**src/rtl/stopwatch_pkg.sv**
```systemverilog
// stopwatch_pkg: segment patterns, digit indices and BCD helper shared by the stopwatch display
package stopwatch_pkg;

    // Active-low segment patterns, bit order {g,f,e,d,c,b,a}
    localparam logic [6:0] SEG_0     = 7'h40;
    localparam logic [6:0] SEG_1     = 7'h79;
    localparam logic [6:0] SEG_2     = 7'h24;
    localparam logic [6:0] SEG_3     = 7'h30;
    localparam logic [6:0] SEG_4     = 7'h19;
    localparam logic [6:0] SEG_5     = 7'h12;
    localparam logic [6:0] SEG_6     = 7'h02;
    localparam logic [6:0] SEG_7     = 7'h78;
    localparam logic [6:0] SEG_8     = 7'h00;
    localparam logic [6:0] SEG_9     = 7'h10;
    localparam logic [6:0] SEG_DASH  = 7'h3F;
    localparam logic [6:0] SEG_BLANK = 7'h7F;

    // Digit index of each display position; index 7 is the leftmost digit
    localparam logic [2:0] DIG_HR_T = 3'd7;
    localparam logic [2:0] DIG_HR_U = 3'd6;
    localparam logic [2:0] DIG_MN_T = 3'd5;
    localparam logic [2:0] DIG_MN_U = 3'd4;
    localparam logic [2:0] DIG_SC_T = 3'd3;
    localparam logic [2:0] DIG_SC_U = 3'd2;
    localparam logic [2:0] DIG_CS_T = 3'd1;
    localparam logic [2:0] DIG_CS_U = 3'd0;

    // Digits whose decimal point is lit, giving hh.mm.ss.xx
    localparam logic [7:0] DP_MASK = 8'b0101_0100;

    // Tens or units BCD digit of an 8-bit binary value (meaningful below 100)
    function automatic logic [3:0] bcd_digit(input logic [7:0] v, input logic tens);
        return tens ? 4'(v / 8'd10) : 4'(v % 8'd10);
    endfunction

endpackage

```
**src/rtl/seg7_decode.sv**
```systemverilog
// seg7_decode: BCD digit with dash/blank overrides to an active-low 7-segment pattern
module seg7_decode
    import stopwatch_pkg::*;
(
    input  logic [3:0] bcd,
    input  logic       dash,
    input  logic       blank,
    output logic [6:0] seg
);

    logic [6:0] digit;

    // Digit lookup; codes above 9 cannot occur for valid values and show blank
    always_comb begin
        case (bcd)
            4'd0:    digit = SEG_0;
            4'd1:    digit = SEG_1;
            4'd2:    digit = SEG_2;
            4'd3:    digit = SEG_3;
            4'd4:    digit = SEG_4;
            4'd5:    digit = SEG_5;
            4'd6:    digit = SEG_6;
            4'd7:    digit = SEG_7;
            4'd8:    digit = SEG_8;
            4'd9:    digit = SEG_9;
            default: digit = SEG_BLANK;
        endcase
    end

    // Blanking beats the dash, which beats the digit
    always_comb begin
        seg = blank ? SEG_BLANK : dash ? SEG_DASH : digit;
    end

endmodule

```
**src/rtl/stopwatch_display.sv**
```systemverilog
// stopwatch_display: multiplexed 8-digit hh.mm.ss.xx display with stop blink; STOPWATCH_DISPLAY_LZB_EN blanks a leading hours zero
module stopwatch_display
    import stopwatch_pkg::*;
#(
    parameter int CLK_HZ   = 100_000_000,
    parameter int SCAN_HZ  = 1000,
    parameter int BLINK_HZ = 2
) (
    input  logic       clk,
    input  logic       rst,
    input  logic [7:0] hours,
    input  logic [7:0] minutes,
    input  logic [7:0] seconds,
    input  logic [7:0] centisec,
    input  logic       stopped,
    output logic [7:0] an,
    output logic [6:0] seg,
    output logic       dp
);

    localparam int SCAN_DIV  = CLK_HZ / SCAN_HZ;
    localparam int BLINK_DIV = CLK_HZ / (2 * BLINK_HZ);
    localparam int SW        = $clog2(SCAN_DIV + 1);
    localparam int BW        = $clog2(BLINK_DIV + 1);

    logic [SW-1:0] scan_cnt;
    logic [BW-1:0] blink_cnt;
    logic          phase;
    logic [2:0]    idx;
    logic [7:0]    sh_hr, sh_mn, sh_sc, sh_cs;
    logic [7:0]    dig_an;

    logic          tick, wrap, bwrap, phase_n;
    logic [2:0]    idx_n;
    logic [7:0]    sh_hr_n, sh_mn_n, sh_sc_n, sh_cs_n;
    logic [7:0]    val;
    logic          dash, blank;
    logic [7:0]    dig_an_n;
    logic [6:0]    seg_d;

    // Next-state view: outputs are decoded from the index and snapshot they are about to take,
    // so the first digit of a frame already shows the freshly latched values
    always_comb begin
        tick     = scan_cnt == SW'(SCAN_DIV - 1);
        wrap     = tick && idx == DIG_HR_T;
        idx_n    = tick ? idx + 3'd1 : idx;
        sh_hr_n  = wrap ? hours    : sh_hr;
        sh_mn_n  = wrap ? minutes  : sh_mn;
        sh_sc_n  = wrap ? seconds  : sh_sc;
        sh_cs_n  = wrap ? centisec : sh_cs;
        val      = idx_n[2] ? (idx_n[1] ? sh_hr_n : sh_mn_n) : (idx_n[1] ? sh_sc_n : sh_cs_n);
        dash     = val >= 8'd100;
`ifdef STOPWATCH_DISPLAY_LZB_EN
        blank    = idx_n == DIG_HR_T && sh_hr_n < 8'd10;
`else
        blank    = 1'b0;
`endif
        dig_an_n = tick ? (blank ? 8'hFF : ~(8'b1 << idx_n)) : dig_an;
        bwrap    = blink_cnt == BW'(BLINK_DIV - 1);
        phase_n  = stopped && (phase ^ bwrap);
    end

    seg7_decode u_dec (
        .bcd   (bcd_digit(val, idx_n[0])),
        .dash  (dash),
        .blank (blank),
        .seg   (seg_d)
    );

    // Scan timing, frame-wrap snapshot and per-digit registered segment/dp outputs
    always_ff @(posedge clk or posedge rst) begin
        if (rst) begin
            scan_cnt <= '0;
            idx      <= '0;
            sh_hr    <= '0;
            sh_mn    <= '0;
            sh_sc    <= '0;
            sh_cs    <= '0;
            dig_an   <= 8'hFF;
            seg      <= SEG_BLANK;
            dp       <= 1'b1;
        end else begin
            scan_cnt <= tick ? '0 : scan_cnt + 1'b1;
            idx      <= idx_n;
            sh_hr    <= sh_hr_n;
            sh_mn    <= sh_mn_n;
            sh_sc    <= sh_sc_n;
            sh_cs    <= sh_cs_n;
            dig_an   <= dig_an_n;
            if (tick) begin
                seg <= seg_d;
                dp  <= ~DP_MASK[idx_n];
            end
        end
    end

    // Blink timebase runs only while stopped, so a new stop always starts with a lit half-period
    always_ff @(posedge clk or posedge rst) begin
        if (rst) begin
            blink_cnt <= '0;
            phase     <= 1'b0;
        end else begin
            blink_cnt <= (!stopped || bwrap) ? '0 : blink_cnt + 1'b1;
            phase     <= phase_n;
        end
    end

    // Anodes follow the digit every clock and are forced off in the dark blink half
    always_ff @(posedge clk or posedge rst) begin
        if (rst) an <= 8'hFF;
        else     an <= phase_n ? 8'hFF : dig_an_n;
    end

endmodule

```
**config.mk**
```make
export PLATFORM = sky130hd
export DESIGN_NAME = stopwatch_display
export DESIGN_NICKNAME = d
export VERILOG_FILES = /design/src/rtl/stopwatch_pkg.sv /design/src/rtl/seg7_decode.sv /design/src/rtl/stopwatch_display.sv
export SDC_FILE = /design/constraint.sdc
export NUM_CORES = 1
export LEC_CHECK = 0
export BUFFER_PORTS_ARGS = -buffer_cell sky130_fd_sc_hd__buf_4
export CAP_MARGIN = 15
export CORE_MARGIN = 2
export CORE_UTILIZATION = 45
export CTS_CLUSTER_DIAMETER = 80
export CTS_CLUSTER_SIZE = 10
export DETAILED_ROUTE_END_ITERATION = 8
export HOLD_SLACK_MARGIN = 0.08
export PLACE_DENSITY = 0.74
export SLEW_MARGIN = 20
export SYNTH_ARGS = -nofsm -noshare
export SYNTH_HDL_FRONTEND = slang
export SYNTH_HIERARCHICAL = 1
export SYNTH_SLANG_ARGS = --single-unit
```
**constraint.sdc**
```tcl
create_clock -name clk -period 15.19 [get_ports clk]
set_clock_uncertainty 0.1 [all_clocks]
set_input_delay 0 -clock clk [delete_from_list [all_inputs] [get_ports clk]]
set_output_delay 0 -clock clk [all_outputs]
set_load 0.1 [all_outputs]
```
==> metrics.txt, run 1 <==
Syn-to-layout area delta=19.40%; normalized max-slew margin=39.47%; PostCTS Resize Cnt=0; Die Wd=116.1 um; Final Hold Fails=0; DP Wirelength=7.798 mm; WL/cell=15.16 um; Post-CTS Hold Buffers=34; Synth warnings=6; number of synthesized flops with an enable pin=0; Worst Setup End Kind=flop; crit path time final=7.217 ns; Synth Instances=531; die area=0.01348 mm^2; nets@finish=654; CP arrival=7.39 ns; leakage=2.979 nW; fmax=0.1386 GHz; I/O pins=51; synthesized area per cell=10.65 um^2; CP Max Fanout=13; Inserted Clock Buffers=9; Post-Place Cells=730; Seq/Total Area, Yosys=45.66%; share of the synthesized area in the top cell type=34.51%; worst vdd ir=0.05854 mV; utilization after layout=55.52%; detailed-route DRC error count=0; vias in the first global route=4224; largest area contributor in the netlist=dfrtp_1; GPL Wtd Cong=0.8603; clk slew on worst S/H paths=0.07 ns; RSZ-0062 raised after global routing=no; setup TNS=0 ns; Multi-input gate area=0.002885 mm^2; Post-Layout Cell Count=780; DRT Wirelength=11.83 mm; total power=0.0005952 W; total global-route track usage=18.60%; htree depth=3; number of vias per cell=5.415; number of detailed-route iterations in the first pass=5; fin. max-slew vios=0; synthesized flop and latch total=102; period utilization=47.51%; ys async rst share=100.0%; Sink Count=102; initial DRC count=246; # fillers=1010; post-route ant nets=0; clock latency on the worst-skew pair=0.35 ns; Max Cap Viol=0; first-pass GRT wire length=19.91 mm; root buffer cell=clkbuf_16; PD cells=88.14 mW/mm^2; die height=116.1 um; Final setup viols=0; vias=4224; Worst EP required=15.37 ns; GRT overflow=0; postcts setup bufs=0; top_reg_cell synth=dfrtp_1; WS Path Type=flop to flop; Storage cell area=0.002582 mm^2; Least-Margin Pin Slew=0.9003 ns; antenna cells=0; Bufs on Longest Clock Path=2; status=complete, no violations; Hold Slack=0.1157 ns; effective utilization at floorplan=46.50%; CTS tree=yes; Synth area leaders=dfrtp_1 (35%), dfstp_2 (11%), mux2_2 (7.4%); largest net degree at the start of global routing=69; port bufs=50; core area=0.01216 mm^2; Critical Path Start Type=flop; row cnt=40; worst min path class=input pin to asynchronous set/reset pin; Cell variety after synth=74; Synth Cell Area=0.005655 mm^2; initial antenna violation count=0; share of layout cells above drive strength 1=25.82%
==> routing by layer <==
metal	GRT usage (%)	wire [um]	vias up
met2	31.46	5817	120
li1	-	-	2034
met3	4.203	473	24
met4	6.746	271	0
met1	23.54	5265	2046
met5	0	0	-
==> power by group <==
| part | internal (W) | switching, W |
|---|---|---|
| Sequential | 0.000278 | 0.00000217 |
| Clock | 0.000133 | 0.000100 |
| Combinational | 0.0000348 | 0.0000478 |
| Total | 0.000445 | 0.000150 |
==> logic make-up after synthesis <==
kind of cell | after synthesis | synth area share [%]
XOR/XNOR | 41 | 6.349
multiplexers | 61 | 13.58
AND/OR/NAND/NOR | 199 | 17.59
adder cells (fa/ha/maj) | 12 | 2.655
flip-flops | 102 | 45.66
other | 1 | 0.06631
AO/OA/AOI/OAI | 80 | 10.53
buffers and inverters | 35 | 3.562
==> worst paths after layout <==
path | start | endpoint | slack [ns] | cells after the start
min | rst | blink_cnt[12] | 0.12 | 3
max reg2reg | scan_cnt[0] | seg[3] | 7.97 | 25
min reg2reg | sh_sc[1] | sh_sc[1] | 0.38 | 2
min in group clk | hours[0] | sh_hr[0] | 0.34 | 4
max | scan_cnt[0] | seg[3] | 7.97 | 25
max in group asynchronous | rst | blink_cnt[18] | 13.69 | 4
==> placed cells by master (no fill, tap or decap), types with 6 or more instances in the layout <==
cell,Yosys,layout
o21ai_0,13,13
buf_4,2,52
inv_1,10,9
nor2_1,63,63
nand2b_1,9,9
dlygate4sd3_1,0,34
nor3_1,6,6
mux2_4,10,10
nand4_1,10,10
a31oi_1,9,9
mux2_2,37,37
and3_1,11,11
nand2_1,44,44
nand3_1,29,29
xnor2_1,17,17
a21oi_1,11,11
clkbuf_16,0,9
dfstp_2,24,24
xor2_1,24,24
ha_1,12,12
dfrtp_1,78,78
==> per-stage QoR <==
| stage | instance area (um^2) | setup WS (ns) |
|---|---|---|
| finish | 6753 | 7.973 |
| global route | 6753 | 7.285 |
| CTS | 6753 | 8.031 |
| detailed placement | 6117 | 8.041 |
| global placement | 6111 | 8.157 |
| floorplan | 5663 | 9.318 |
==> cells in the mapped netlist (11+ instances only) <==
master,count
dfrtp_1,78
nor2_1,63
nand2_1,44
mux2_2,37
nand3_1,29
dfstp_2,24
xor2_1,24
xnor2_1,17
o21ai_0,13
ha_1,12
a21oi_1,11
and3_1,11
==> state kept, by name, summed over array words and instances (netlist names) <==
signal	cells
dp	1
an	8
dig_an	8
sh_cs	8
scan_cnt	17
blink_cnt	25
sh_sc	8
phase	1
sh_mn	8
sh_hr	8
idx	3
seg	7
==> critical path: stages, from the launching register on <==
cell      delay [ns]
dfrtp_1         0.40
ha_1            0.23
and4_4          0.27
nand4_1         0.56
mux2i_1         0.61
inv_1           0.43
mux2_4          0.47
xnor2_1         0.37
nand3_1         0.19
and3_1          0.25
ha_1            0.20
o311a_1         0.11
nand3_1         0.12
nand3_1         0.11
a221o_1         0.34
a32o_1          0.30
a221oi_4        0.43
a21o_1          0.17
nand2_1         0.05
o22ai_1         0.41
inv_1           0.16
ha_1            0.31
nand2_1         0.06
o21ai_0         0.12
o21ai_0         0.11
mux2_2          0.27
==> final cells by class <==
cell class / instances / area share, %
inverter: 12 / 0.7226
timing repair buffer: 86 / 10.82
tap: 168 / 3.113
clock inverter: 3 / 0.6670
multi-input combinational: 396 / 42.73
clock buffer: 13 / 3.706
sequential: 102 / 38.24
Note: power is estimated with default switching activity, not from simulation.
==> run 2, diff against run 1 <==
ABC_AREA = 1   (was not set)
clock period = 7.5 ns   (was 15.19 ns; I/O delays follow)
==> run 2 against run 1 <==
  * First-iteration DRC count grew 12%
  * Highest routed layer unchanged
  * Hold slack better by 0.063 ns
  * Clock power rose by 110%
  * Via count grew 15%
  * Fmax up 28%
  * Critical path depth grew 11
  * Sequential share of layout area is 1.4 points lower
  * Non-clock buffer count shrank 1
  * Register-to-register slack worse by 6.1 ns
==> metrics.txt, run 2 <==
status=complete, no violations; Bufs on Longest Clock Path=2 (unchanged); # fillers=1168 (+16%); Worst Path Buf+Inv=4 (+2); Finished Cell Area=0.007003 mm^2 (+3.7%); combinational power share=4.4% (-9.5 points); first-pass GRT wire length=21.88 mm (+9.9%); vias=4869 (+15%); Cell variety after synth=48 (-35%); top_reg_cell synth=dfrtp_1; largest area contributor in the netlist=dfrtp_1; WL/cell=12.25 um (-19%); ys async rst share=100.0% (unchanged); crit path to=seg[3]; Largest register FFs=25 (unchanged); initial DRC count=276 (+12%); Final setup viols=0 (unchanged); CP arrival=5.82 ns (-1.57 ns); clk slew on worst S/H paths=0.07 ns (about the same); Max Cap Viol=0 (unchanged); DRT Wirelength=12.42 mm (+5.0%); CP max-delay cell=nand4_1; Final Hold Fails=0 (unchanged); root buffer cell=clkbuf_16; most flop-heavy register=blink_cnt; Worst Setup SP=idx[1]; CP delay by family, top=simple AND/OR/NAND/NOR gates; Clk pwr share=44.5% (+5.4 points); WS Path Type=flop to flop; antenna cells=0 (unchanged); GRT overflow=0 (unchanged); GPL Wtd Cong=0.8686 (+0.96%); number of detailed-route iterations in the first pass=5 (unchanged); CTS tree=yes; Storage cell area=0.002582 mm^2 (unchanged); Synth Cell Area=0.005839 mm^2 (+3.3%); largest net degree at the start of global routing=53 (-23%); commonest cells in the netlist=nand2_1 (215), inv_1 (120), dfrtp_1 (78), nor2_1 (56), nand3_1 (44); die height=117.9 um (+1.6%); postcts setup bufs=0 (unchanged); sw frac=21.49% (-3.8 points); Crit Reg-Reg Startpoint=idx[1]; row cnt=41 (+2.5%); number of vias per cell=4.802 (-11%); effective utilization at floorplan=46.27% (-0.23 points); DP Wirelength=8.894 mm (+14%); normalized max-slew margin=52.15% (+13 points); fin. max-slew vios=0 (unchanged); share of layout cells above drive strength 1=19.24% (-6.6 points); largest stage delay on the critical path=0.70 ns (+0.09 ns); fmax=0.1774 GHz (+28%); Sink Count=102 (unchanged); Synth warnings=6 (unchanged); Post-CTS Hold Buffers=34 (unchanged); R2R setup slack=1.86 ns (-6.11 ns); setup TNS=0 ns (unchanged); share of the synthesized area in the top cell type=33.43% (-1.1 points); synthesized area per cell=7.744 um^2 (-27%); PostCTS Resize Cnt=0 (unchanged); worst vdd ir=0.1305 mV (+120%); synthesized flop and latch total=102 (unchanged); total power=0.001081 W (+82%); RSZ-0062 raised after global routing=no; PD cells=154.4 mW/mm^2 (+75%); Multi-input gate area=0.002658 mm^2 (-7.9%); worst min path class=input pin to asynchronous set/reset pin; initial antenna violation count=0 (unchanged); Synth Instances=754 (+42%); Synth area leaders=dfrtp_1 (33%), nand2_1 (14%), dfstp_2 (11%); post-route ant nets=0 (unchanged); Crit path depth=36 (+44%); Hold Slack=0.1787 ns (+0.06300 ns); Least-Margin Pin Slew=0.7157 ns (-0.1846 ns); Worst EP required=7.69 ns (-7.68 ns); vias in the first global route=4827 (+14%); number of synthesized flops with an enable pin=0 (unchanged); CP Max Fanout=16 (+3); htree depth=3 (unchanged); Reg2Reg Depth=36 (+44%); Worst Setup End Kind=flop; Syn-to-layout area delta=19.93%; core area=0.01262 mm^2 (+3.8%); commonest non-fill, non-tap cell in the layout=nand2_1; placed cell area=0.006354 mm^2 (+3.9%); port bufs=50 (unchanged); I/O pins=51 (unchanged); power share of the sequential group=51.1% (+4.1 points); total global-route track usage=19.00% (+0.41 points); nets@finish=884 (+35%); Crit Reg-Reg Endpoint=seg[3]; Critical Path Start Type=flop; detailed-route DRC error count=0 (unchanged); die area=0.01390 mm^2 (+3.1%); critical path's most frequent cell=nand2_1; leakage=3.565 nW (+20%); clock latency on the worst-skew pair=0.35 ns (about the same); Die Wd=117.9 um (+1.6%); Top Registers=blink_cnt (25), scan_cnt (17); period utilization=75.14% (+28 points); crit path time final=5.636 ns (-1.581 ns); Seq/Total Area, Yosys=44.23% (-1.4 points); Switching Power=0.0002324 W (+55%); Inserted Clock Buffers=9 (unchanged); utilization after layout=55.49% (about the same); most numerous cell in the Yosys netlist=nand2_1; most frequent cells in the layout=nand2_1 (215), inv_1 (119), dfrtp_1 (78), nor2_1 (56), buf_4 (51); Pint=0.0008491 W (+91%)
run 2: cell types whose count changed after synthesis, sizes merged, moves of 8 or more:
cell	delta
nor3	+8
inv	+124
mux2	-50
xnor2	-17
nand4	+8
xor2	-20
nand2b	-10
nand3	+29
nand2	+196
mux2i	-11
and3	-11
o21ai	+9
run 2: layer usage:
metal	track usage, %	up-vias	routed length (um)
met5	0	-	0
met4	7.154	0	274
met3	3.052	22	476
met2	30.85	93	5906
met1	25.62	2217	5762
li1	-	2537	-
run 2: logic make-up after synthesis:
| kind of cell | share of synthesized area [%] |
|---|---|
| adders and majority gates | 2.571 |
| xor gates and xnor gates | 0.5999 |
| AOI/OAI and AO/OA | 7.392 |
| buffers and inverters | 10.33 |
| DFF | 44.23 |
| other | 0.06422 |
| and+or+nand+nor | 34.82 |
run 2: metrics by stage:
step           instances  worst slack, ns
3_3_place_gp         964            2.082
2_1_floorplan        755            3.067
3_5_place_dp         964            1.907
6_report            1014            1.864
4_1_cts             1014            1.854
5_1_grt             1014            1.223
run 2: worst min-delay path, stage by stage:
cell and delay [ns]:
dlygate4sd3_1 0.54, buf_4 0.14, inv_4 0.43
run 2: how the worst min path moves through the flow:
stage | endpoint | start | depth (start not counted) | slack [ns]
finish | blink_cnt[11] | rst | 3 | 0.18
detailed placement | blink_cnt[11] | rst | 2 | 0.03
global placement | blink_cnt[11] | rst | 2 | 0.03
floorplan | sh_hr[4] | hours[4] | 2 | 0.02
CTS | blink_cnt[11] | rst | 3 | 0.21
global route | blink_cnt[12] | rst | 3 | 0.25
run 2: power groups by stage:
stage               combinational (W)  clock, W  sequential (W)
floorplan                   0.0000138         0        0.000562
global placement            0.0000332         0        0.000563
detailed placement          0.0000337         0        0.000563
CTS                         0.0000481  0.000492        0.000553
global route                0.0000533  0.000514        0.000553
finish                      0.0000476  0.000481        0.000553
run 2: layout make-up:
type                       count  share of cell area [%]
clock inverter                 5                  0.9469
clock buffer                  11                   3.466
inverter                     136                   7.361
multi-input combinational    503                   37.95
sequential                   102                   36.88
tap                          172                   3.073
timing repair buffer          85                   10.33
==> run 3, diff against run 2 <==
PLACE_DENSITY = 0.76   (was 0.74)
clock period = 5.08 ns   (was 7.5 ns; I/O delays follow)
==> run 3 against run 2 <==
  * Global-route usage is 0.85 points higher
  * Clock power up 35%
  * Routed wire length increased by 18%
  * Hold slack worse by 0.022 ns
  * Critical path depth is 2 higher
  * Fmax is 15% higher
  * Count of clock-buffer cells in the layout unchanged
  * Power rose by 42%
  * First-iteration DRC count rose by 28%
  * Worst setup slack worse by 1.7 ns
  * Sequential power up 48%
  * Design area up 8.0%
  * Critical endpoint is now seg[6]
  * Largest power group unchanged
  * Highest routed layer unchanged
==> metrics.txt, run 3 (synthesis gave the netlist of run 2 again) <==
status=complete, no violations; initial DRC count=353 (+28%); initial antenna violation count=0 (unchanged); post-route ant nets=0 (unchanged); GRT overflow=0 (unchanged); Max Cap Viol=0 (unchanged); die height=117.9 um (unchanged); Worst EP required=5.26 ns (-2.43 ns); Crit Reg-Reg Endpoint=seg[6]; Final setup viols=0 (unchanged); crit path time final=4.922 ns (-0.7141 ns); Inserted Clock Buffers=9 (unchanged); Worst Setup End Kind=flop; first-pass GRT wire length=22.87 mm (+4.5%); port bufs=50 (unchanged); PD cells=202.8 mW/mm^2 (+31%); most flop-heavy register=blink_cnt; detailed-route DRC error count=0 (unchanged); root buffer cell=clkbuf_16; WS Path Type=flop to flop; GPL Wtd Cong=0.8400 (-3.3%); CP Max Fanout=13 (-3); Crit Reg-Reg Startpoint=idx[1]; Syn-to-layout area delta=29.50%; leakage=3.813 nW (+7.0%); vias in the first global route=4965 (+2.9%); critical path's most frequent cell=nand2_1; most frequent cells in the layout=nand2_1 (202), inv_1 (116), buf_4 (88), dfrtp_1 (77), nor2_1 (54); clk slew on worst S/H paths=0.07 ns (about the same); clock latency on the worst-skew pair=0.35 ns (about the same); total power=0.001533 W (+42%); Die Wd=117.9 um (unchanged); fmax=0.2032 GHz (+15%); commonest non-fill, non-tap cell in the layout=nand2_1; number of detailed-route iterations in the first pass=5 (unchanged); nets@finish=931 (+5.3%); period utilization=96.88% (+22 points); core area=0.01262 mm^2 (unchanged); Largest register FFs=25 (unchanged); DRT Wirelength=14.68 mm (+18%); share of layout cells above drive strength 1=26.88% (+7.6 points); antenna cells=0 (unchanged); die area=0.01390 mm^2 (unchanged); Bufs on Longest Clock Path=2 (unchanged); I/O pins=51 (unchanged); row cnt=41 (unchanged); # fillers=1062 (-9.1%); largest net degree at the start of global routing=60 (+13%); CP arrival=5.10 ns (-0.72 ns); normalized max-slew margin=52.70% (+0.55 points); DP Worst Slack=-0.06743 ns (-1.974 ns); Final Hold Fails=0 (unchanged); fin. max-slew vios=0 (unchanged); setup TNS=0 ns (unchanged); WL/cell=13.84 um (+13%); htree depth=3 (unchanged); Sink Count=102 (unchanged); effective utilization at floorplan=46.27% (unchanged); vias=5335 (+9.6%); number of vias per cell=5.028 (+4.7%); worst min path class=input pin to asynchronous set/reset pin; Least-Margin Pin Slew=0.7095 ns (-0.006137 ns); fin worst setup slack=0.1584 ns (-1.706 ns); CTS tree=yes; worst vdd ir=0.1462 mV (+12%); DP Wirelength=9.136 mm (+2.7%); RSZ-0062 raised after global routing=yes; total global-route track usage=19.85% (+0.85 points); Hold Slack=0.1568 ns (-0.02190 ns); utilization after layout=59.92% (+4.4 points); CP max-delay cell=dfrtp_1; Top Registers=blink_cnt (25), scan_cnt (17); Reg2Reg Depth=38 (+5.6%); largest stage delay on the critical path=0.42 ns (-0.28 ns); Critical Path Start Type=flop; R2R setup slack=0.16 ns (-1.71 ns)
-- run 3: changes by cell type in the layout (fill, tap and decap cells not counted), moves of 5 or more --
cell,previous run,this run
buf_4,51,88
nand2_1,215,202
nand2_2,17,24
nand2_4,9,16
nand3_1,44,37
buf_6,0,5
nand3_2,10,15
-- run 3: what timing repair did --
action                     in CTS  in global routing
cloned                          1                  2
resized for setup               5                 51
hold endpoints to repair       84                  0
setup endpoints to repair       7                  7
hold buffers                   34                  0
setup buffers                   6                 31
pin swaps                       4                 27
-- run 3: how the worst max path moves through the flow --
| stage | start | endpoint | slack [ns] |
|---|---|---|---|
| floorplan | scan_cnt[0] | seg[3] | 0.65 |
| global route | scan_cnt[1] | seg[6] | -0.18 |
| global placement | scan_cnt[0] | seg[0] | 0.17 |
| CTS | scan_cnt[0] | seg[6] | 0.001 |
| detailed placement | scan_cnt[0] | seg[0] | -0.07 |
| finish | idx[1] | seg[6] | 0.16 |
-- run 3: metal layers --
metal | up-vias | share of wire [%] | GRT usage [%]
met5 | - | 0 | 0
met4 | 0 | 3.2 | 7.681
met3 | 47 | 4.2 | 3.198
met2 | 170 | 48 | 31.47
met1 | 2491 | 45 | 27.30
li1 | 2627 | - | -
-- run 3: power by group --
part / internal [W] / switching (W)
sequential: 0.000814 / 0.00000132
clock: 0.000338 / 0.000308
combinational: 0.0000372 / 0.0000337
total: 0.00119 / 0.000343
-- run 3: worst max-delay path, delay by kind of cell, from the launching register on --
kind	cells	cell delay (ns)
fa+ha+maj	4	0.91
flops	1	0.42
compound gates	1	0.09
simple gates	29	2.77
buf+inv	4	0.53
-- run 3: final cells by class --
cell class                 instances  area [um^2]  share of cell area [%]
tap                              172        215.2                   2.846
clock buffer                      11        232.7                   3.077
multi-input combinational        506         2877                   38.04
inverter                         136        520.5                   6.883
sequential                       102         2584                   34.17
timing repair buffer             129         1092                   14.44
clock inverter                     5        41.29                  0.5460
-- run 3: per-stage QoR --
step / instances / instance area, um^2
finish: 1061 / 7562
global route: 1061 / 7562
CTS: 1028 / 7102
detailed placement: 971 / 6406
global placement: 971 / 6406
floorplan: 755 / 5843
